<file path="src/rtl/gcd_arbiter.sv">
// gcd_arbiter: round-robin front end that shares one GCD core among NREQ requesters.
// Zero operands are answered locally; a watchdog bounds every core transaction.
module gcd_arbiter #(
   parameter int NREQ    = 4,
   parameter int WIDTH   = 5,
   parameter int TIMEOUT = 64
) (
   input  logic                    clk,
   input  logic                    rst,
   input  logic [NREQ-1:0]         req,
   input  logic [NREQ*WIDTH-1:0]   op_a,
   input  logic [NREQ*WIDTH-1:0]   op_b,
   output logic [NREQ-1:0]         gnt,
   output logic [NREQ-1:0]         rsp_valid,
   output logic [WIDTH-1:0]        rsp_data,
   output logic                    rsp_err,
   output logic                    busy,
   output logic                    core_start,
   output logic [WIDTH-1:0]        core_a,
   output logic [WIDTH-1:0]        core_b,
   input  logic                    core_done,
   input  logic [WIDTH-1:0]        core_res
);

   localparam int IDX_W = $clog2(NREQ);
   localparam int CNT_W = $clog2(TIMEOUT);

   typedef enum logic [1:0] {
      S_IDLE  = 2'd0,
      S_ISSUE = 2'd1,
      S_WAIT  = 2'd2,
      S_RESP  = 2'd3
   } state_t;

   state_t             r_state;
   state_t             w_state_nxt;
   logic [IDX_W-1:0]   r_idx, w_idx_nxt;
   logic [IDX_W-1:0]   r_last, w_last_nxt;
   logic [CNT_W-1:0]   r_cnt, w_cnt_nxt;
   logic [NREQ-1:0]    r_gnt, w_gnt_nxt;
   logic [NREQ-1:0]    r_rsp_valid, w_rsp_valid_nxt;
   logic [WIDTH-1:0]   r_rsp_data, w_rsp_data_nxt;
   logic               r_rsp_err, w_rsp_err_nxt;
   logic               r_busy;
   logic               r_core_start, w_core_start_nxt;
   logic [WIDTH-1:0]   r_core_a, w_core_a_nxt;
   logic [WIDTH-1:0]   r_core_b, w_core_b_nxt;

   logic [WIDTH-1:0]   w_a_arr [NREQ];
   logic [WIDTH-1:0]   w_b_arr [NREQ];
   logic [IDX_W-1:0]   w_j;
   logic [IDX_W-1:0]   w_win;
   logic               w_found;
   logic [WIDTH-1:0]   w_win_a;
   logic [WIDTH-1:0]   w_win_b;

   function automatic logic [NREQ-1:0] onehot(input logic [IDX_W-1:0] idx);
      logic [NREQ-1:0] v;
      v      = '0;
      v[idx] = 1'b1;
      return v;
   endfunction

   // Unpack the flat operand buses into per-requester slices
   always_comb begin
      for (int i = 0; i < NREQ; i++) begin
         w_a_arr[i] = op_a[i*WIDTH +: WIDTH];
         w_b_arr[i] = op_b[i*WIDTH +: WIDTH];
      end
   end

   // Round-robin search: scan from farthest to nearest so the nearest set bit after r_last wins
   always_comb begin
      w_found = 1'b0;
      w_win   = '0;
      w_j     = '0;
      for (int k = NREQ; k >= 1; k--) begin
         w_j     = IDX_W'((int'(r_last) + k) % NREQ);
         w_found = w_found | req[w_j];
         w_win   = req[w_j] ? w_j : w_win;
      end
      w_win_a = w_a_arr[w_win];
      w_win_b = w_b_arr[w_win];
   end

   // State register
   always_ff @(posedge clk or negedge rst) begin
      if (!rst) begin
         r_state <= S_IDLE;
      end else begin
         r_state <= w_state_nxt;
      end
   end

   // Next-state and next-output decode; all pulse outputs default low
   always_comb begin
      w_state_nxt      = r_state;
      w_idx_nxt        = r_idx;
      w_last_nxt       = r_last;
      w_cnt_nxt        = r_cnt;
      w_gnt_nxt        = '0;
      w_rsp_valid_nxt  = '0;
      w_rsp_data_nxt   = '0;
      w_rsp_err_nxt    = 1'b0;
      w_core_start_nxt = 1'b0;
      w_core_a_nxt     = r_core_a;
      w_core_b_nxt     = r_core_b;
      case (r_state)
         S_IDLE: begin
            if (w_found) begin
               w_idx_nxt = w_win;
               w_gnt_nxt = onehot(w_win);
               if ((w_win_a == '0) || (w_win_b == '0)) begin
                  // Zero operand: answer directly, the core never sees it
                  w_state_nxt     = S_RESP;
                  w_rsp_valid_nxt = onehot(w_win);
                  w_rsp_data_nxt  = (w_win_a == '0) ? w_win_b : w_win_a;
                  w_rsp_err_nxt   = (w_win_a == '0) && (w_win_b == '0);
               end else begin
                  w_state_nxt      = S_ISSUE;
                  w_core_start_nxt = 1'b1;
                  w_core_a_nxt     = w_win_a;
                  w_core_b_nxt     = w_win_b;
               end
            end else begin
               w_state_nxt = S_IDLE;
            end
         end
         S_ISSUE: begin
            w_cnt_nxt   = '0;
            w_state_nxt = S_WAIT;
         end
         S_WAIT: begin
            if (core_done) begin
               w_state_nxt     = S_RESP;
               w_rsp_valid_nxt = onehot(r_idx);
               w_rsp_data_nxt  = core_res;
               w_rsp_err_nxt   = 1'b0;
               w_core_a_nxt    = '0;
               w_core_b_nxt    = '0;
            end else if (r_cnt == CNT_W'(TIMEOUT - 1)) begin
               w_state_nxt     = S_RESP;
               w_rsp_valid_nxt = onehot(r_idx);
               w_rsp_data_nxt  = '0;
               w_rsp_err_nxt   = 1'b1;
               w_core_a_nxt    = '0;
               w_core_b_nxt    = '0;
            end else begin
               w_cnt_nxt = r_cnt + CNT_W'(1);
            end
         end
         S_RESP: begin
            w_state_nxt = S_IDLE;
            w_last_nxt  = r_idx;
         end
         default: begin
            w_state_nxt = S_IDLE;
         end
      endcase
   end

   // Registered outputs and transaction context
   always_ff @(posedge clk or negedge rst) begin
      if (!rst) begin
         r_idx        <= '0;
         r_last       <= IDX_W'(NREQ - 1);
         r_cnt        <= '0;
         r_gnt        <= '0;
         r_rsp_valid  <= '0;
         r_rsp_data   <= '0;
         r_rsp_err    <= 1'b0;
         r_busy       <= 1'b0;
         r_core_start <= 1'b0;
         r_core_a     <= '0;
         r_core_b     <= '0;
      end else begin
         r_idx        <= w_idx_nxt;
         r_last       <= w_last_nxt;
         r_cnt        <= w_cnt_nxt;
         r_gnt        <= w_gnt_nxt;
         r_rsp_valid  <= w_rsp_valid_nxt;
         r_rsp_data   <= w_rsp_data_nxt;
         r_rsp_err    <= w_rsp_err_nxt;
         r_busy       <= (w_state_nxt != S_IDLE);
         r_core_start <= w_core_start_nxt;
         r_core_a     <= w_core_a_nxt;
         r_core_b     <= w_core_b_nxt;
      end
   end

   assign gnt        = r_gnt;
   assign rsp_valid  = r_rsp_valid;
   assign rsp_data   = r_rsp_data;
   assign rsp_err    = r_rsp_err;
   assign busy       = r_busy;
   assign core_start = r_core_start;
   assign core_a     = r_core_a;
   assign core_b     = r_core_b;

endmodule

</file>
<file path="config.mk">
export PLATFORM = sky130hd
export DESIGN_NAME = gcd_arbiter
export DESIGN_NICKNAME = d
export VERILOG_FILES = /design/src/rtl/gcd_arbiter.sv
export SDC_FILE = /design/constraint.sdc
export NUM_CORES = 1
export LEC_CHECK = 0
export ABC_AREA = 1
export CAP_MARGIN = 25
export CORE_UTILIZATION = 50
export DETAILED_ROUTE_END_ITERATION = 10
export PLACE_DENSITY = 0.82
export SYNTH_ARGS = -nofsm -noshare
export SYNTH_HDL_FRONTEND = slang
export SYNTH_SLANG_ARGS = --single-unit
</file>
<file path="constraint.sdc">
create_clock -name clk -period 3.6 [get_ports clk]
set_clock_uncertainty 0.1 [all_clocks]
set_input_delay 0.72 -clock clk [delete_from_list [all_inputs] [get_ports clk]]
set_output_delay 0.72 -clock clk [all_outputs]
set_load 0.05 [all_outputs]
</file>
==> impl_metrics.toml <==
[status]
status = "finished, final reports clean"

[global_routing]
grt_max_degree = 39
grt_pass1_wl_um = 10000
track_usage_pct = 24.8
grt_pass1_vias = 2342
antenna_found_initial = 0
overflow = 0

[clock_network]
clock_sinks = 38
cts_tree = "built"
clock_insertion_delay_worst_skew_ns = 0.30
path_clk_slew_ns = 0.08
post-cts-setup-buffers = 0
root_buffer = "clkbuf_8"
cts_buffer_depth = 2
htree_levels = 2
holdBufCountCts = 0
cts-buffers-inserted = 5

[route]
maxUsedRoutingLayer = "met4"
first_pass_iters = 4
ant_nets = 0
wl_met3_um = 354
num_vias = 2459
drtIter0Drc = 206
wl_met1_um = 2460
totalWireLength_um = 5970
remaining_drc_errors = 0
wl_per_cell_um = 12.3
wl_met2_um = 3000
via_per_inst = 5.07

[layout]
syn_to_final_growth_pct = 38.9
fin_util_pct = 72.0
n_antenna_cell = 0
mostFrequentLayoutCells = "129 x nand2_1, 77 x clkdlybuf4s50_1, 36 x dfrtp_1"
drive_gt1_share_pct = 12.2
layout_commonest_cell = "nand2_1"
final_nets = 474

[setup_path]
reg2reg_to = "core_a[2]"
cp_max_fo = 28
reg2reg_slack_ns = 0.54
cp-end-kind = "flip-flop"
required_ns = 3.74
crit_start = "req[1]"
crit_type = "input pin to flip-flop"
worstReg2RegStart = "r_last[0]"
crit_path_start_kind = "input pin"
rr_worst_depth = 20
crit_arrival_ns = 3.36
crit_path_end = "core_a[2]"

[power_and_ir_drop]
ir_worst_vdd_mv = 0.661
p_leak_uw = 0.00171
power_density_nw_per_um2 = 1120

[synth]
synth_top_family_by_area = "simple AND/OR/NAND/NOR gates"
netlist_instances = 339
syn_area_um2 = 2450
synth_xor_area_share_pct = 0
yosysSeqAreaShare_pct = 38.9
syn_nets = 396
avgSynthCellArea_um2 = 7.22
synthMuxAreaShare_pct = 0
synth-simple-area-share_pct = 43.5
synth.distinct_cells = 34
yosys_warnings = 0
synthAdderAreaFrac_pct = 2.55
synth_compound_area_share_pct = 6.54
ys_ff_latch = 38

[timing]
max_slew_margin_pct = 65.8
setup_tns_ns = 0
finalHoldViolCount = 0
min_period_ns = 3.22
fmax_ghz = 0.310
fin_crit_sh_pct = 89.5
tightest_slew_ns = 0.513
hold_ws_ns = 0.370
final-setup-viol-count = 0
layout_setup_ws_ns = 0.378
slew_viol_final = 0
rsz0062_at_grt = "false"

[place]
dp_hpwl_um = 4560
place_ws_ns = 0.0143
io_buffers = 77
gp_congestion = 0.901

[floorplan]
start_util_pct = 51.8
dieArea_um2 = 5180
num_rows = 25
die_w_um = 72.0
core_um2 = 4720
die_h_um = 72.0
io_pins = 78

[worst_hold_path]
hp-class = "flip-flop to flip-flop"
holdPathStages = 2

[job]
cap_violations = 0
## synthesized netlist by cell type, drive strengths merged
cell type  number  area, um^2
clkbuf          1        3.75
o21bai          1        7.51
nor2           30         125
nor3            5        25.0
o41ai           1        8.76
nand4           3        18.8
dfstp           2        52.6
ha              5        62.6
or2             1        6.26
nand3          38         263
nand2         142         586
a21oi           6        30.0
o31ai           1        7.51
clkinv          1        3.75
o22ai           1        6.26
nor4            1        6.26
buf             9        70.1
nand3b          3        35.0
o221a           1        11.3
o21ai          17        88.8
dfrtp          36         901
inv            34         130
## metrics by stage
stage                     cell area (um^2)  instances  total power, uW
final                                 3400        485             3790
after global routing                  3400        485             4110
after CTS                             3400        485             3780
after detailed placement              3260        477             3330
after global placement                3260        477             3260
after floorplan                       2450        339             2760
## kinds of logic (layout without fill, tap and decap cells)
kind of cell / Yosys count / after routing
buffers and inverters: 45 / 124
AND/OR/NAND/NOR: 223 / 223
flip-flops: 38 / 38
AO/OA/AOI/OAI: 28 / 28
adder cells (fa/ha/maj): 5 / 5
## report_power, final
| group | internal (uW) | total [uW] | switching, uW |
|---|---|---|---|
| sequential | 593 | 686 | 92.8 |
| clock | 278 | 435 | 158 |
| combinational | 847 | 2670 | 1820 |
| total | 1720 | 3790 | 2080 |
## how the worst min path moves through the flow
stage / startpoint / endpoint / slack, ns
after floorplan: rst / busy / 0.32
after global placement: core_b[2] / core_b[2] / 0.36
after detailed placement: core_b[0] / core_b[0] / 0.36
after CTS: core_b[0] / core_b[0] / 0.38
after global routing: core_b[0] / core_b[0] / 0.40
final: core_b[0] / core_b[0] / 0.37
## state kept, by name, indices dropped and copies added, names as in the netlist
name	cells
r_cnt	6
busy	1
core_a	5
r_last	2
rsp_valid	4
r_state	2
r_idx	2
rsp_err	1
rsp_data	5
gnt	4
core_b	5
core_start	1
## what timing repair did
| action | CTS | global route |
|---|---|---|
| endpoints found under the setup margin | 0 | 1 |
| hold endpoints to repair | 0 | 0 |
| resized for setup | 0 | 1 |
## area by class of cell
| class | instances | area, um^2 |
|---|---|---|
| Tap cell | 67 | 83.8 |
| Inverter | 35 | 134 |
| Timing Repair Buffer | 81 | 801 |
| Fill cell | 370 | 1320 |
| Clock buffer | 5 | 68.8 |
| Sequential cell | 38 | 953 |
| Multi-Input combinational cell | 256 | 1290 |
| Clock inverter | 3 | 68.8 |
## critical path: stages
cell and delay [ns]:
clkdlybuf4s50_1 0.48, inv_1 0.04, nand2_1 0.07, nand3_1 0.11
nand2_1 0.10, inv_2 0.04, nand2_2 0.07, nand2_2 0.06
nand2_4 0.15, nand2_4 0.20, nor2_1 0.22, nand2_1 0.08
nand2_1 0.06, nor2_1 0.05, nor2_1 0.11, nand3_2 0.11
nand2_4 0.14, nand2_2 0.21, nand2_4 0.20, nand2_1 0.07
nand2_1 0.06
## per-layer routing
metal	track usage, %	vias to the layer above
met2	42.5	96
li1	-	1233
met5	0	-
met4	10.0	0
met3	5.83	17
met1	30.1	1113
Note: power is estimated with default switching activity, not from simulation.
